<file path="src/rtl/rtt_stats_collector_pkg.sv">
// rtt_stats_collector shared definitions: FSM encoding,
// IOQ ctrl constants, header field positions, report word builders.
package rtt_stats_collector_pkg;

  typedef enum logic [2:0] {
    ST_IDLE,
    ST_DROP_TS,
    ST_THRU,
    ST_CAP_RX,
    ST_CAP_TX,
    ST_RPT_HDR,
    ST_RPT_DATA,
    ST_RPT_END
  } state_t;

  localparam logic [7:0] CTRL_HDR  = 8'hFF;
  localparam logic [7:0] CTRL_DATA = 8'h00;
  localparam logic [7:0] CTRL_EOP  = 8'h01;

  localparam int HDR_DST_LO  = 48;
  localparam int HDR_WLEN_LO = 32;
  localparam int HDR_SRC_LO  = 16;
  localparam int HDR_BLEN_LO = 0;
  localparam int TRL_CH_LO   = 56;
  localparam int TS_W        = 32;
  localparam int CH_W        = 3;

  function automatic logic [63:0] rpt_hdr_word(
    input logic [CH_W-1:0] ch,
    input logic [15:0]     n
  );
    logic [63:0] w;
    logic [15:0] wlen;
    wlen = n + 16'd1;
    w = '0;
    w[HDR_DST_LO +: 16]  = 16'd1 << (2 * ch + 1);
    w[HDR_WLEN_LO +: 16] = wlen;
    w[HDR_SRC_LO +: 16]  = 16'd0;
    w[HDR_BLEN_LO +: 16] = {wlen[12:0], 3'b000};
    return w;
  endfunction

  function automatic logic [63:0] rpt_end_word(
    input logic [CH_W-1:0] ch,
    input logic [15:0]     n
  );
    logic [63:0] w;
    w = '0;
    w[TRL_CH_LO +: 8] = {{(8-CH_W){1'b0}}, ch};
    w[15:0] = n;
    return w;
  endfunction

endpackage

</file>
<file path="src/rtl/rtt_sample_buf.sv">
// rtt_sample_buf: per-channel sample FIFO with occupancy count.
// Ports: clk, reset (sync, high), wr_en/wr_data, rd_en/rd_data
// (fall-through head), count, full, empty. Writes when full ignored.
module rtt_sample_buf #(
  parameter int W          = 64,
  parameter int DEPTH_BITS = 4
) (
  input  logic                clk,
  input  logic                reset,
  input  logic                wr_en,
  input  logic [W-1:0]        wr_data,
  input  logic                rd_en,
  output logic [W-1:0]        rd_data,
  output logic [DEPTH_BITS:0] count,
  output logic                full,
  output logic                empty
);

  localparam int DEPTH = 2 ** DEPTH_BITS;
  localparam logic [DEPTH_BITS:0] FULL_CNT =
    {1'b1, {DEPTH_BITS{1'b0}}};

  logic [W-1:0] mem [DEPTH];

  logic [DEPTH_BITS-1:0] wr_ptr_q, wr_ptr_d;
  logic [DEPTH_BITS-1:0] rd_ptr_q, rd_ptr_d;
  logic [DEPTH_BITS:0]   cnt_q, cnt_d;
  logic                  do_wr, do_rd;

  assign full    = (cnt_q == FULL_CNT);
  assign empty   = (cnt_q == '0);
  assign count   = cnt_q;
  assign rd_data = mem[rd_ptr_q];
  assign do_wr   = wr_en && !full;
  assign do_rd   = rd_en && !empty;

  always_comb begin
    wr_ptr_d = wr_ptr_q + DEPTH_BITS'(do_wr);
    rd_ptr_d = rd_ptr_q + DEPTH_BITS'(do_rd);
    cnt_d    = cnt_q;
    unique case ({do_wr, do_rd})
      2'b10:   cnt_d = cnt_q + 1'b1;
      2'b01:   cnt_d = cnt_q - 1'b1;
      default: cnt_d = cnt_q;
    endcase
  end

  always_ff @(posedge clk) begin
    if (reset) begin
      wr_ptr_q <= '0;
      rd_ptr_q <= '0;
      cnt_q    <= '0;
    end else begin
      wr_ptr_q <= wr_ptr_d;
      rd_ptr_q <= rd_ptr_d;
      cnt_q    <= cnt_d;
    end
  end

  always_ff @(posedge clk) begin
    if (do_wr) mem[wr_ptr_q] <= wr_data;
  end

endmodule

</file>
<file path="src/rtl/rtt_stats_collector.sv">
// rtt_stats_collector: strips timestamps from IOQ packets, captures
// RTT samples for CPU-queue packets, and emits per-channel reports.
// Ports: clk, reset (sync, high); in_data/in_ctrl/in_wr/in_rdy;
// out_data/out_ctrl/out_wr/out_rdy; flush_req[NUM_CH];
// report_cnt, drop_cnt (32-bit, wrapping).
// Macro RTT_STATS_DELTA_EN: sample low word = tx_ts - rx_ts.
module rtt_stats_collector
  import rtt_stats_collector_pkg::*;
#(
  parameter int DATA_WIDTH    = 64,
  parameter int CTRL_WIDTH    = DATA_WIDTH / 8,
  parameter int NUM_CH        = 2,
  parameter int DEPTH_BITS    = 4,
  parameter int REPORT_THRESH = 2 ** DEPTH_BITS
) (
  input  logic                  clk,
  input  logic                  reset,
  input  logic [DATA_WIDTH-1:0] in_data,
  input  logic [CTRL_WIDTH-1:0] in_ctrl,
  input  logic                  in_wr,
  output logic                  in_rdy,
  output logic [DATA_WIDTH-1:0] out_data,
  output logic [CTRL_WIDTH-1:0] out_ctrl,
  output logic                  out_wr,
  input  logic                  out_rdy,
  input  logic [NUM_CH-1:0]     flush_req,
  output logic [31:0]           report_cnt,
  output logic [31:0]           drop_cnt
);

  localparam int CNT_W = DEPTH_BITS + 1;

  // Input FIFO, 4 deep, head visible combinationally
  logic [DATA_WIDTH-1:0] ififo_data_mem [4];
  logic [CTRL_WIDTH-1:0] ififo_ctrl_mem [4];
  logic [1:0] iwr_ptr_q, iwr_ptr_d;
  logic [1:0] ird_ptr_q, ird_ptr_d;
  logic [2:0] icnt_q, icnt_d;
  logic       push, pop;

  logic [DATA_WIDTH-1:0] head_data;
  logic [CTRL_WIDTH-1:0] head_ctrl;
  logic                  head_vld;
  logic                  head_is_hdr;
  logic                  head_eop;
  logic                  adv;

  assign push   = in_wr && (icnt_q != 3'd4);
  assign in_rdy = (icnt_q < 3'd3);

  assign head_data   = ififo_data_mem[ird_ptr_q];
  assign head_ctrl   = ififo_ctrl_mem[ird_ptr_q];
  assign head_vld    = (icnt_q != 3'd0);
  assign head_is_hdr = (head_ctrl == CTRL_WIDTH'(CTRL_HDR));
  assign head_eop    = |head_ctrl;
  assign adv         = head_vld && out_rdy;

  always_comb begin
    iwr_ptr_d = iwr_ptr_q + 2'(push);
    ird_ptr_d = ird_ptr_q + 2'(pop);
    icnt_d    = icnt_q + 3'(push) - 3'(pop);
  end

  always_ff @(posedge clk) begin
    if (reset) begin
      iwr_ptr_q <= '0;
      ird_ptr_q <= '0;
      icnt_q    <= '0;
    end else begin
      iwr_ptr_q <= iwr_ptr_d;
      ird_ptr_q <= ird_ptr_d;
      icnt_q    <= icnt_d;
    end
  end

  always_ff @(posedge clk) begin
    if (push) begin
      ififo_data_mem[iwr_ptr_q] <= in_data;
      ififo_ctrl_mem[iwr_ptr_q] <= in_ctrl;
    end
  end

  // State and datapath registers
  state_t            state_q, state_d;
  logic [CH_W-1:0]   ch_q, ch_d;
  logic [TS_W-1:0]   rx_ts_q, rx_ts_d;
  logic [CNT_W-1:0]  n_q, n_d;
  logic [CNT_W-1:0]  rem_q, rem_d;
  logic [31:0]       rpt_cnt_q, rpt_cnt_d;
  logic [31:0]       drop_cnt_q, drop_cnt_d;
  logic [NUM_CH-1:0] pend_q, pend_d;

  // Channel buffers
  logic [63:0]      smp_word;
  logic [63:0]      buf_dout [NUM_CH];
  logic [CNT_W-1:0] buf_cnt  [NUM_CH];
  logic [NUM_CH-1:0] buf_full, buf_empty;
  logic [NUM_CH-1:0] buf_wr, buf_rd;

`ifdef RTT_STATS_DELTA_EN
  assign smp_word = {rx_ts_q, head_data[31:0] - rx_ts_q};
`else
  assign smp_word = {rx_ts_q, head_data[31:0]};
`endif

  for (genvar g = 0; g < NUM_CH; g++) begin : g_ch
    rtt_sample_buf #(
      .W          (64),
      .DEPTH_BITS (DEPTH_BITS)
    ) u_buf (
      .clk     (clk),
      .reset   (reset),
      .wr_en   (buf_wr[g]),
      .wr_data (smp_word),
      .rd_en   (buf_rd[g]),
      .rd_data (buf_dout[g]),
      .count   (buf_cnt[g]),
      .full    (buf_full[g]),
      .empty   (buf_empty[g])
    );
  end

  // Channel selection: lowest index wins in both searches
  logic              stat_hit;
  logic [CH_W-1:0]   stat_ch;
  logic              rpt_go;
  logic [CH_W-1:0]   rpt_sel;
  logic [CNT_W-1:0]  rpt_sel_cnt;
  logic              sel_full;
  logic [63:0]       sel_dout;

  always_comb begin
    stat_hit    = 1'b0;
    stat_ch     = '0;
    rpt_go      = 1'b0;
    rpt_sel     = '0;
    rpt_sel_cnt = '0;
    for (int i = NUM_CH - 1; i >= 0; i--) begin
      if (head_data[HDR_DST_LO + 2 * i + 1]) begin
        stat_hit = 1'b1;
        stat_ch  = CH_W'(i);
      end
      if ((int'(buf_cnt[i]) >= REPORT_THRESH) ||
          (pend_q[i] && !buf_empty[i])) begin
        rpt_go      = 1'b1;
        rpt_sel     = CH_W'(i);
        rpt_sel_cnt = buf_cnt[i];
      end
    end
  end

  always_comb begin
    sel_full = 1'b0;
    sel_dout = '0;
    for (int i = 0; i < NUM_CH; i++) begin
      if (ch_q == CH_W'(i)) begin
        sel_full = buf_full[i];
        sel_dout = buf_dout[i];
      end
    end
  end

  // FSM: state register
  always_ff @(posedge clk) begin
    if (reset) state_q <= ST_IDLE;
    else       state_q <= state_d;
  end

  // FSM: next state
  always_comb begin
    state_d = state_q;
    unique case (state_q)
      ST_IDLE: begin
        if (out_rdy) begin
          if (rpt_go) state_d = ST_RPT_HDR;
          else if (head_vld && head_is_hdr)
            state_d = stat_hit ? ST_CAP_RX : ST_DROP_TS;
        end
      end
      ST_DROP_TS: if (adv) state_d = ST_THRU;
      ST_THRU:    if (adv && head_eop) state_d = ST_IDLE;
      ST_CAP_RX:  if (adv) state_d = ST_CAP_TX;
      ST_CAP_TX:  if (adv && head_eop) state_d = ST_IDLE;
      ST_RPT_HDR: if (out_rdy) state_d = ST_RPT_DATA;
      ST_RPT_DATA: begin
        if (out_rdy && rem_q == CNT_W'(1)) state_d = ST_RPT_END;
      end
      ST_RPT_END: if (out_rdy) state_d = ST_IDLE;
      default:    state_d = ST_IDLE;
    endcase
  end

  // FSM: outputs
  logic wr_smp, rd_smp;

  always_comb begin
    out_wr   = 1'b0;
    out_data = '0;
    out_ctrl = '0;
    pop      = 1'b0;
    wr_smp   = 1'b0;
    rd_smp   = 1'b0;
    unique case (state_q)
      ST_IDLE: begin
        // Reports take priority; stray non-header words are dropped
        if (out_rdy && !rpt_go && head_vld) begin
          pop = 1'b1;
          if (head_is_hdr && !stat_hit) begin
            out_wr   = 1'b1;
            out_data = head_data;
            out_ctrl = head_ctrl;
          end
        end
      end
      ST_DROP_TS: pop = adv;
      ST_THRU: begin
        pop      = adv;
        out_wr   = adv;
        out_data = head_data;
        out_ctrl = head_ctrl;
      end
      ST_CAP_RX: pop = adv;
      ST_CAP_TX: begin
        pop    = adv;
        wr_smp = adv && head_eop;
      end
      ST_RPT_HDR: begin
        out_wr   = out_rdy;
        out_data = DATA_WIDTH'(rpt_hdr_word(ch_q, 16'(n_q)));
        out_ctrl = CTRL_WIDTH'(CTRL_HDR);
      end
      ST_RPT_DATA: begin
        out_wr   = out_rdy;
        out_data = DATA_WIDTH'(sel_dout);
        out_ctrl = CTRL_WIDTH'(CTRL_DATA);
        rd_smp   = out_rdy;
      end
      ST_RPT_END: begin
        out_wr   = out_rdy;
        out_data = DATA_WIDTH'(rpt_end_word(ch_q, 16'(n_q)));
        out_ctrl = CTRL_WIDTH'(CTRL_EOP);
      end
      default: ;
    endcase
  end

  always_comb begin
    for (int i = 0; i < NUM_CH; i++) begin
      buf_wr[i] = wr_smp && !sel_full && (ch_q == CH_W'(i));
      buf_rd[i] = rd_smp && (ch_q == CH_W'(i));
    end
  end

  // Datapath next values
  logic go_rpt, go_cap;

  assign go_rpt = (state_q == ST_IDLE) && out_rdy && rpt_go;
  assign go_cap = (state_q == ST_IDLE) && out_rdy && !rpt_go &&
                  head_vld && head_is_hdr && stat_hit;

  always_comb begin
    ch_d       = ch_q;
    rx_ts_d    = rx_ts_q;
    n_d        = n_q;
    rem_d      = rem_q;
    rpt_cnt_d  = rpt_cnt_q;
    drop_cnt_d = drop_cnt_q;
    pend_d     = pend_q | flush_req;
    if (go_rpt) begin
      // n frozen here; later samples wait for the next report
      ch_d  = rpt_sel;
      n_d   = rpt_sel_cnt;
      rem_d = rpt_sel_cnt;
      for (int i = 0; i < NUM_CH; i++)
        if (rpt_sel == CH_W'(i)) pend_d[i] = 1'b0;
    end
    if (go_cap) ch_d = stat_ch;
    if (state_q == ST_CAP_RX && adv) rx_ts_d = head_data[31:0];
    if (wr_smp && sel_full) drop_cnt_d = drop_cnt_q + 32'd1;
    if (rd_smp) rem_d = rem_q - 1'b1;
    if (state_q == ST_RPT_END && out_rdy)
      rpt_cnt_d = rpt_cnt_q + 32'd1;
    // A flush on an empty channel is dropped without a report
    pend_d = pend_d & ~buf_empty;
  end

  always_ff @(posedge clk) begin
    if (reset) begin
      ch_q       <= '0;
      rx_ts_q    <= '0;
      n_q        <= '0;
      rem_q      <= '0;
      rpt_cnt_q  <= '0;
      drop_cnt_q <= '0;
      pend_q     <= '0;
    end else begin
      ch_q       <= ch_d;
      rx_ts_q    <= rx_ts_d;
      n_q        <= n_d;
      rem_q      <= rem_d;
      rpt_cnt_q  <= rpt_cnt_d;
      drop_cnt_q <= drop_cnt_d;
      pend_q     <= pend_d;
    end
  end

  assign report_cnt = rpt_cnt_q;
  assign drop_cnt   = drop_cnt_q;

endmodule

</file>
<file path="config.mk">
export PLATFORM = sky130hd
export DESIGN_NAME = rtt_stats_collector
export DESIGN_NICKNAME = d
export VERILOG_FILES = /design/src/rtl/rtt_stats_collector_pkg.sv /design/src/rtl/rtt_sample_buf.sv /design/src/rtl/rtt_stats_collector.sv
export SDC_FILE = /design/constraint.sdc
export NUM_CORES = 2
export LEC_CHECK = 0
export CORE_MARGIN = 3
export CORE_UTILIZATION = 65
export DETAILED_ROUTE_END_ITERATION = 10
export PLACE_DENSITY = 0.8
export SLEW_MARGIN = 20
export SYNTH_ARGS = -nofsm -noshare
export SYNTH_HDL_FRONTEND = slang
export SYNTH_SLANG_ARGS = --single-unit
</file>
<file path="constraint.sdc">
create_clock -name clk -period 30 [get_ports clk]
set_input_delay 6 -clock clk [delete_from_list [all_inputs] [get_ports clk]]
set_output_delay 6 -clock clk [all_outputs]
set_load 0.05 [all_outputs]
</file>
# [Yosys cells after proc, flatten, opt, wreduce, memory -nomap -nowiden]
# Memory sizes are Yosys's and may differ from the RTL's. A register that Yosys moved wholly into a read port is not among the register bits.
# Cells that the tools add are included.
[classes] add_sub_neg=17 mul=0 div_mod_pow=0 order_cmp=3 eq_ne=26 shifts=1 n_mux=57 n_bitwise=3 n_reduce_logical=52
[op_table] op="$pmux 64 s5" n=1
[op_table] op="$mux 64" n=4
[op_table] op="$add 32x1->32 const B" n=2
[op_table] op="$mux 3" n=13
[op_table] op="$pmux 8 s4" n=1
[op_table] op="$logic_and 1x1->1" n=28
[op_table] op="$mux 1" n=21
[op_table] op="$pmux 3 s7" n=1
[op_table] op="$mux 5" n=4
[op_table] op="$pmux 5 s2" n=2
[op_table] op="$add 4x1->4" n=4
[op_table] op="$mux 8" n=2
[op_table] op="$shl 1x5->16 const A" n=1
[op_table] op="$sub 5x1->5 const B" n=3
[op_table] op="$eq 3x3->1 const B" n=4
[op_table] op="$ne 2x2->1 const B" n=6
[op_table] op="$add 5x1->5 const B" n=2
[op_table] op="$eq 5x5->1 const B" n=2
[op_table] op="$ge 5x5->1 const B" n=2
[op_table] op="$logic_not 5->1" n=2
[op_table] op="$eq 3x1->1 const B" n=3
[op_table] op="$logic_not 3->1" n=3
[op_table] op="$eq 8x8->1 const B" n=1
[op_table] op="$mux 2" n=4
[op_table] op="27 further kinds" n=43
[totals] regBits=147 latchBits=0 ram_bits=2336 rom_bits=0 input_bits=78 word_cells=180 n_memories=4
[mem_list] memory="g_ch[0].u_buf.mem" words=16 word_bits=64 rd=1 rd_clocked_by_memory_dff=1 wr=1 line="rtt_sample_buf.sv:23" rtl="logic [W-1:0] mem [DEPTH];"
[mem_list] memory="g_ch[1].u_buf.mem" words=16 word_bits=64 rd=1 rd_clocked_by_memory_dff=1 wr=1 line="rtt_sample_buf.sv:23"
[mem_list] memory="ififo_data_mem" words=4 word_bits=64 rd=1 rd_clocked_by_memory_dff=1 wr=1 line="rtt_stats_collector.sv:34" rtl="logic [DATA_WIDTH-1:0] ififo_data_mem [4];"
[mem_list] memory="ififo_ctrl_mem" words=4 word_bits=8 rd=1 rd_clocked_by_memory_dff=1 wr=1 line="rtt_stats_collector.sv:35" rtl="logic [CTRL_WIDTH-1:0] ififo_ctrl_mem [4];"

# [Logic depth before layout (Yosys ltp)]
[depth] ltp_word=13 ltp_mapped=16 depth_no_buf=13

# [Modules after synthesis]
# A second synthesis with hierarchy kept.
[unflattened] cells_unflattened=4613 area_unflattened_um2=95725.6
[modules_own_cells] mod="rtt_sample_buf at g_ch[0].u_buf" instances=1 cells_per_inst=1669 area_each_um2=39078.7 seq_area_each_um2=31009.7
[modules_own_cells] mod="rtt_sample_buf at g_ch[1].u_buf" instances=1 cells_per_inst=1669 area_each_um2=39076.2 seq_area_each_um2=31009.7
[modules_own_cells] mod="rtt_stats_collector" instances=1 cells_per_inst=1275 area_each_um2=17570.6 seq_area_each_um2=11030.6

# [Least setup slack after synthesis]
# Ideal clock, no wire load.
[synth_path] path_type="input port to flip-flop" start="input port out_rdy" end="memory g_ch[1].u_buf.mem[0][0], enable pin" setup_time_ns=0.644 arrival_ns=13.179 t_required_ns=29.356 setup_slack_ns=16.178 path_stages=6 n_path_buf=1 cell_sequence="o31ai_1 or3_1 a21oi_2 buf_2 nand2_1 nor4_1"
[synth_via] elab_chain_cells=8
[synth_lines] element="start, declared" line="rtt_stats_collector.sv:25" rtl="input logic out_rdy,"
[synth_lines] element="$logic_and 1x1->1" line="rtt_stats_collector.sv:56" rtl="assign adv = head_vld && out_rdy;"
[synth_lines] element="$logic_and 1x1->1" line="rtt_stats_collector.sv:225" rtl="wr_smp = adv && head_eop;"
[synth_lines] element="$mux 1" line="rtt_stats_collector.sv:203" rtl="unique case (state_q)"
[synth_lines] element="$logic_and 1x1->1 (2 in a row)" line="rtt_stats_collector.sv:249" rtl="buf_wr[i] = wr_smp && !sel_full && (ch_q == CH_W'(i));"
[synth_lines] element="$logic_and 1x1->1" line="rtt_sample_buf.sv:34" rtl="assign do_wr = wr_en && !full;"
[synth_lines] element="$mux 1" line="rtt_sample_buf.sv:61" rtl="if (do_wr) mem[wr_ptr_q] <= wr_data;"
[synth_lines] element="$mux 1 (implied by the code)" line="rtt_sample_buf.sv:61"
[synth_lines] element="end, declared" line="rtt_sample_buf.sv:23"
# No other way between the ends.

# [Worst setup path in the final report]
[layout_path] start="input port out_rdy" end="output port out_data[4]"
[layout_via] elab_chain_cells=4
[layout_lines] element="$logic_and 1x1->1 (2 in a row)" line="rtt_stats_collector.sv:206" rtl="if (out_rdy && !rpt_go && head_vld) begin"
[layout_lines] element="$mux 64" line="rtt_stats_collector.sv:206"
[layout_lines] element="$pmux 64 s5" line="rtt_stats_collector.sv:203"
[layout_lines] element="end, declared" line="rtt_stats_collector.sv:22" rtl="output logic [DATA_WIDTH-1:0] out_data,"
# No other way between the ends.

==> flow_metrics.py <==
metrics = {
    "min_path": {
        "hold_path.class": "flop to flop",
        "min_delay_path_depth": 2,
        "hold_path.startpoint": "report_cnt[1]",
        "hold_path_end": "report_cnt[1]",
    },
    "sta": {
        "period_share_pct": 50.9,
        "hold_slack_ns": 0.502,
        "setup_violations": 0,
        "post-route-min-period_ns": 15.28,
        "rsz0062_at_grt": "no",
        "maxSlewHeadroom_pct": 18.4,
        "fin_skew_ns": 0.0392,
        "fin_tns_setup_ns": 0,
        "layout_setup_ws_ns": 14.72,
        "max_freq_mhz": 65.4,
        "hold_violations": 0,
        "worst_slew_pin_slew_ns": 1.19,
        "maxSlewViolCount": 0,
    },
    "clocking": {
        "cts_root_buffer": "clkbuf_16",
        "clk_pin_slew_worst_paths_ns": 0.06,
        "ctsResizeCount": 0,
        "cts_buffer_depth": 3,
        "cts_tree": "done",
        "cts_sinks": 2481,
        "cts_hold_buf": 0,
        "post_cts_buffers": 0,
        "clk_latency_ns": 0.87,
        "htree_levels": 4,
        "numCtsBuffers": 228,
    },
    "place": {
        "gp_congestion": 0.815,
        "port_buffers": 215,
        "pre_cts_slack_ns": 14.84,
        "hpwl_mm": 135,
    },
    "drt": {
        "drtIter0Drc": 7197,
        "num_vias": 50000,
        "final_antenna_net_count": 0,
        "wl_per_cell_microns": 40.2,
        "drt-total-wl_mm": 272,
        "drc": 0,
        "first_pass_iters": 5,
        "vias_per_cell": 7.37,
    },
    "power_and_ir_drop": {
        "ir_drop_mv": 0.0649,
        "powerDensity_nw_per_um2": 70.4,
        "leakage_nw": 34.9,
    },
    "finish": {
        "area_delta_synth_final_pct": 12.9,
        "drive_above_1_share_pct": 25.5,
        "layout_common_cells": "edfxtp_1, mux4_2, clkbuf_16, clkdlybuf4s50_1, nand2_1",
        "multiInputGateArea_sq_um": 21600,
        "final.fill_count": 7383,
        "layout.nets": 4770,
        "regArea_sq_um": 73100,
        "final_common_cell": "edfxtp_1",
    },
    "synthesis": {
        "avgSynthCellArea_sq_um": 22.0,
        "synth_top_area_cell": "edfxtp_1",
        "ys_ff_latch": 2481,
        "ys.flop_type": "edfxtp_1",
        "synth_edf_count": 2336,
        "yosysWarnings": 0,
        "synth_top_area_share_pct": 73.6,
        "async_flop_share_pct": 0,
        "seq_area_frac_synth_pct": 76.6,
        "synth_fp_nets": 4431,
        "synth_cell_types": 66,
        "syn-cell-area_sq_um": 95400,
        "synth_cells": 4326,
        "netlist_top_cells_area": "edfxtp_1, mux4_2, dfxtp_1",
    },
    "die": {
        "die_h_microns": 389,
        "start_util_pct": 65.9,
        "die_area_sq_um": 151000,
        "die_w_microns": 389,
        "io_pins": 216,
        "rows": 139,
        "coreArea_sq_um": 145000,
    },
    "worst_setup_path": {
        "cp_max_fo": 41,
        "r2r-end": "g_ch[0].u_buf.mem[9][34]",
        "reg2reg_depth": 9,
        "r2r-start": "ird_ptr_q[0]",
        "cp_slowest_cell": "clkdlybuf4s50_1",
        "r2r_slack_ns": 24.13,
        "path_common_cell": "clkdlybuf4s50_1",
        "critPathMaxStageDelay_ns": 0.85,
        "worst_setup_path_end_kind": "output port",
        "crit_path_start_kind": "input pin",
        "critical_path_class": "input pin to output port",
        "worst_ep_required_time_ns": 24.00,
        "path_cells": "clkdlybuf4s50_1 > o31ai_1 > inv_1 > nand3_2 > o31ai_4 > buf_4 > a21oi_1 > o21ai_0 > clkdlybuf4s50_1",
        "cp.arrival_ns": 9.28,
    },
    "global_route": {
        "grt_pass1_vias": 51300,
        "grt_pass1_wl_mm": 384,
        "grt_use_total_pct": 36.7,
        "grt_antenna_before_repair": 28,
        "grt_max_degree": 155,
        "grt.overflow.total": 0,
    },
    "run": {
        "cap_violations": 0,
    },
    "outcome": {
        "outcome": "finished, final reports clean",
    },
}
[through the flow]
stage                     instances  utilization (%)  power (mW)  area (sq um)
after CTS                      6767             74.3        7.58        108000
after floorplan                4326                -        4.50         95400
after global placement         6334             69.2        4.75        100000
after global routing           6773             74.4        7.75        108000
final                          6783             74.4        7.57        108000
after detailed placement       6334             69.2        4.77        100000
[worst max path at each step]
stage | start | end | slack, ns | depth (start not counted)
2_1_floorplan | out_rdy | g_ch[1].u_buf.mem[0][0] | 16.18 | 6
3_3_place_gp | out_rdy | out_data[7] | 14.98 | 9
3_5_place_dp | out_rdy | out_data[36] | 14.84 | 9
4_1_cts | out_rdy | out_data[4] | 14.77 | 9
5_1_grt | out_rdy | out_data[4] | 14.59 | 9
6_report | out_rdy | out_data[4] | 14.72 | 9
[cell families (layout without fill, tap and decap cells)]
kind of cell / after synthesis / count (layout) / share of synthesized area (%)
compound gates: 198 / 198 / 1.24
mux: 773 / 773 / 17.5
other cells: 0 / 12 / 0
fa+ha+maj: 27 / 27 / 0.362
buf+inv: 248 / 790 / 1.05
flops: 2481 / 2481 / 76.6
simple gates: 516 / 516 / 2.51
xor+xnor: 83 / 83 / 0.762
[critical path, delay by kind of cell]
kind	cells	cell delay [ns]
buffers and inverters	4	2.24
AOI/OAI and AO/OA	4	0.82
and+or+nand+nor	1	0.13
[routing by layer]
| metal | GRT usage (%) | routed length [microns] |
|---|---|---|
| met1 | 47.2 | 85200 |
| met2 | 57.8 | 133000 |
| met3 | 10.4 | 36700 |
| met4 | 19.7 | 17500 |
| met5 | 0 | 199 |
[synth_stat cells (6+ instances only)]
library cell and instances:
ha_1 26, nor2_1 124, or3_1 13, edfxtp_1 2336
buf_1 56, or2_2 7, buf_2 33, xor2_1 64
and3_1 16, mux2i_1 61, nor3_1 15, dfxtp_1 145
nor4_1 13, mux4_2 712, clkbuf_1 139, and4_1 10
nor2b_1 15, inv_1 13, and2_1 6, a21oi_1 76
nand4_1 24, nand3_1 61, a22oi_1 6, xnor2_1 19
o21ai_0 68, nand2_1 193
[area by class of cell]
class,count,share of cell area [%]
Tap cell,1903,2.21
Clock buffer,279,5.56
Inverter,14,0.0535
Antenna cell,12,0.0279
Sequential cell,2481,67.9
Multi-Input combinational cell,1597,20.0
Timing Repair Buffer,343,2.98
Clock inverter,154,1.22
[where the power goes]
group / switching [mW] / total (mW) / internal [mW]
logic: 0.499 / 0.669 / 0.170
clock network: 1.29 / 2.86 / 1.57
registers: 0.0397 / 4.05 / 4.01
total: 1.83 / 7.57 / 5.75
[registers in the layout, summed over array words and instances (netlist names)]
register             cells
ififo_ctrl_mem          32
drop_cnt                32
report_cnt              32
g_ch.u_buf.wr_ptr_q      8
pend_q                   2
ch_q                     1
iwr_ptr_q                2
g_ch.u_buf.rd_ptr_q      8
icnt_q                   3
ird_ptr_q                2
ififo_data_mem         256
rem_q                    5
g_ch.u_buf.mem        2048
state_q                  3
n_q                      5
rx_ts_q                 32
g_ch.u_buf.count        10
Power figures use the tool's default switching activity.
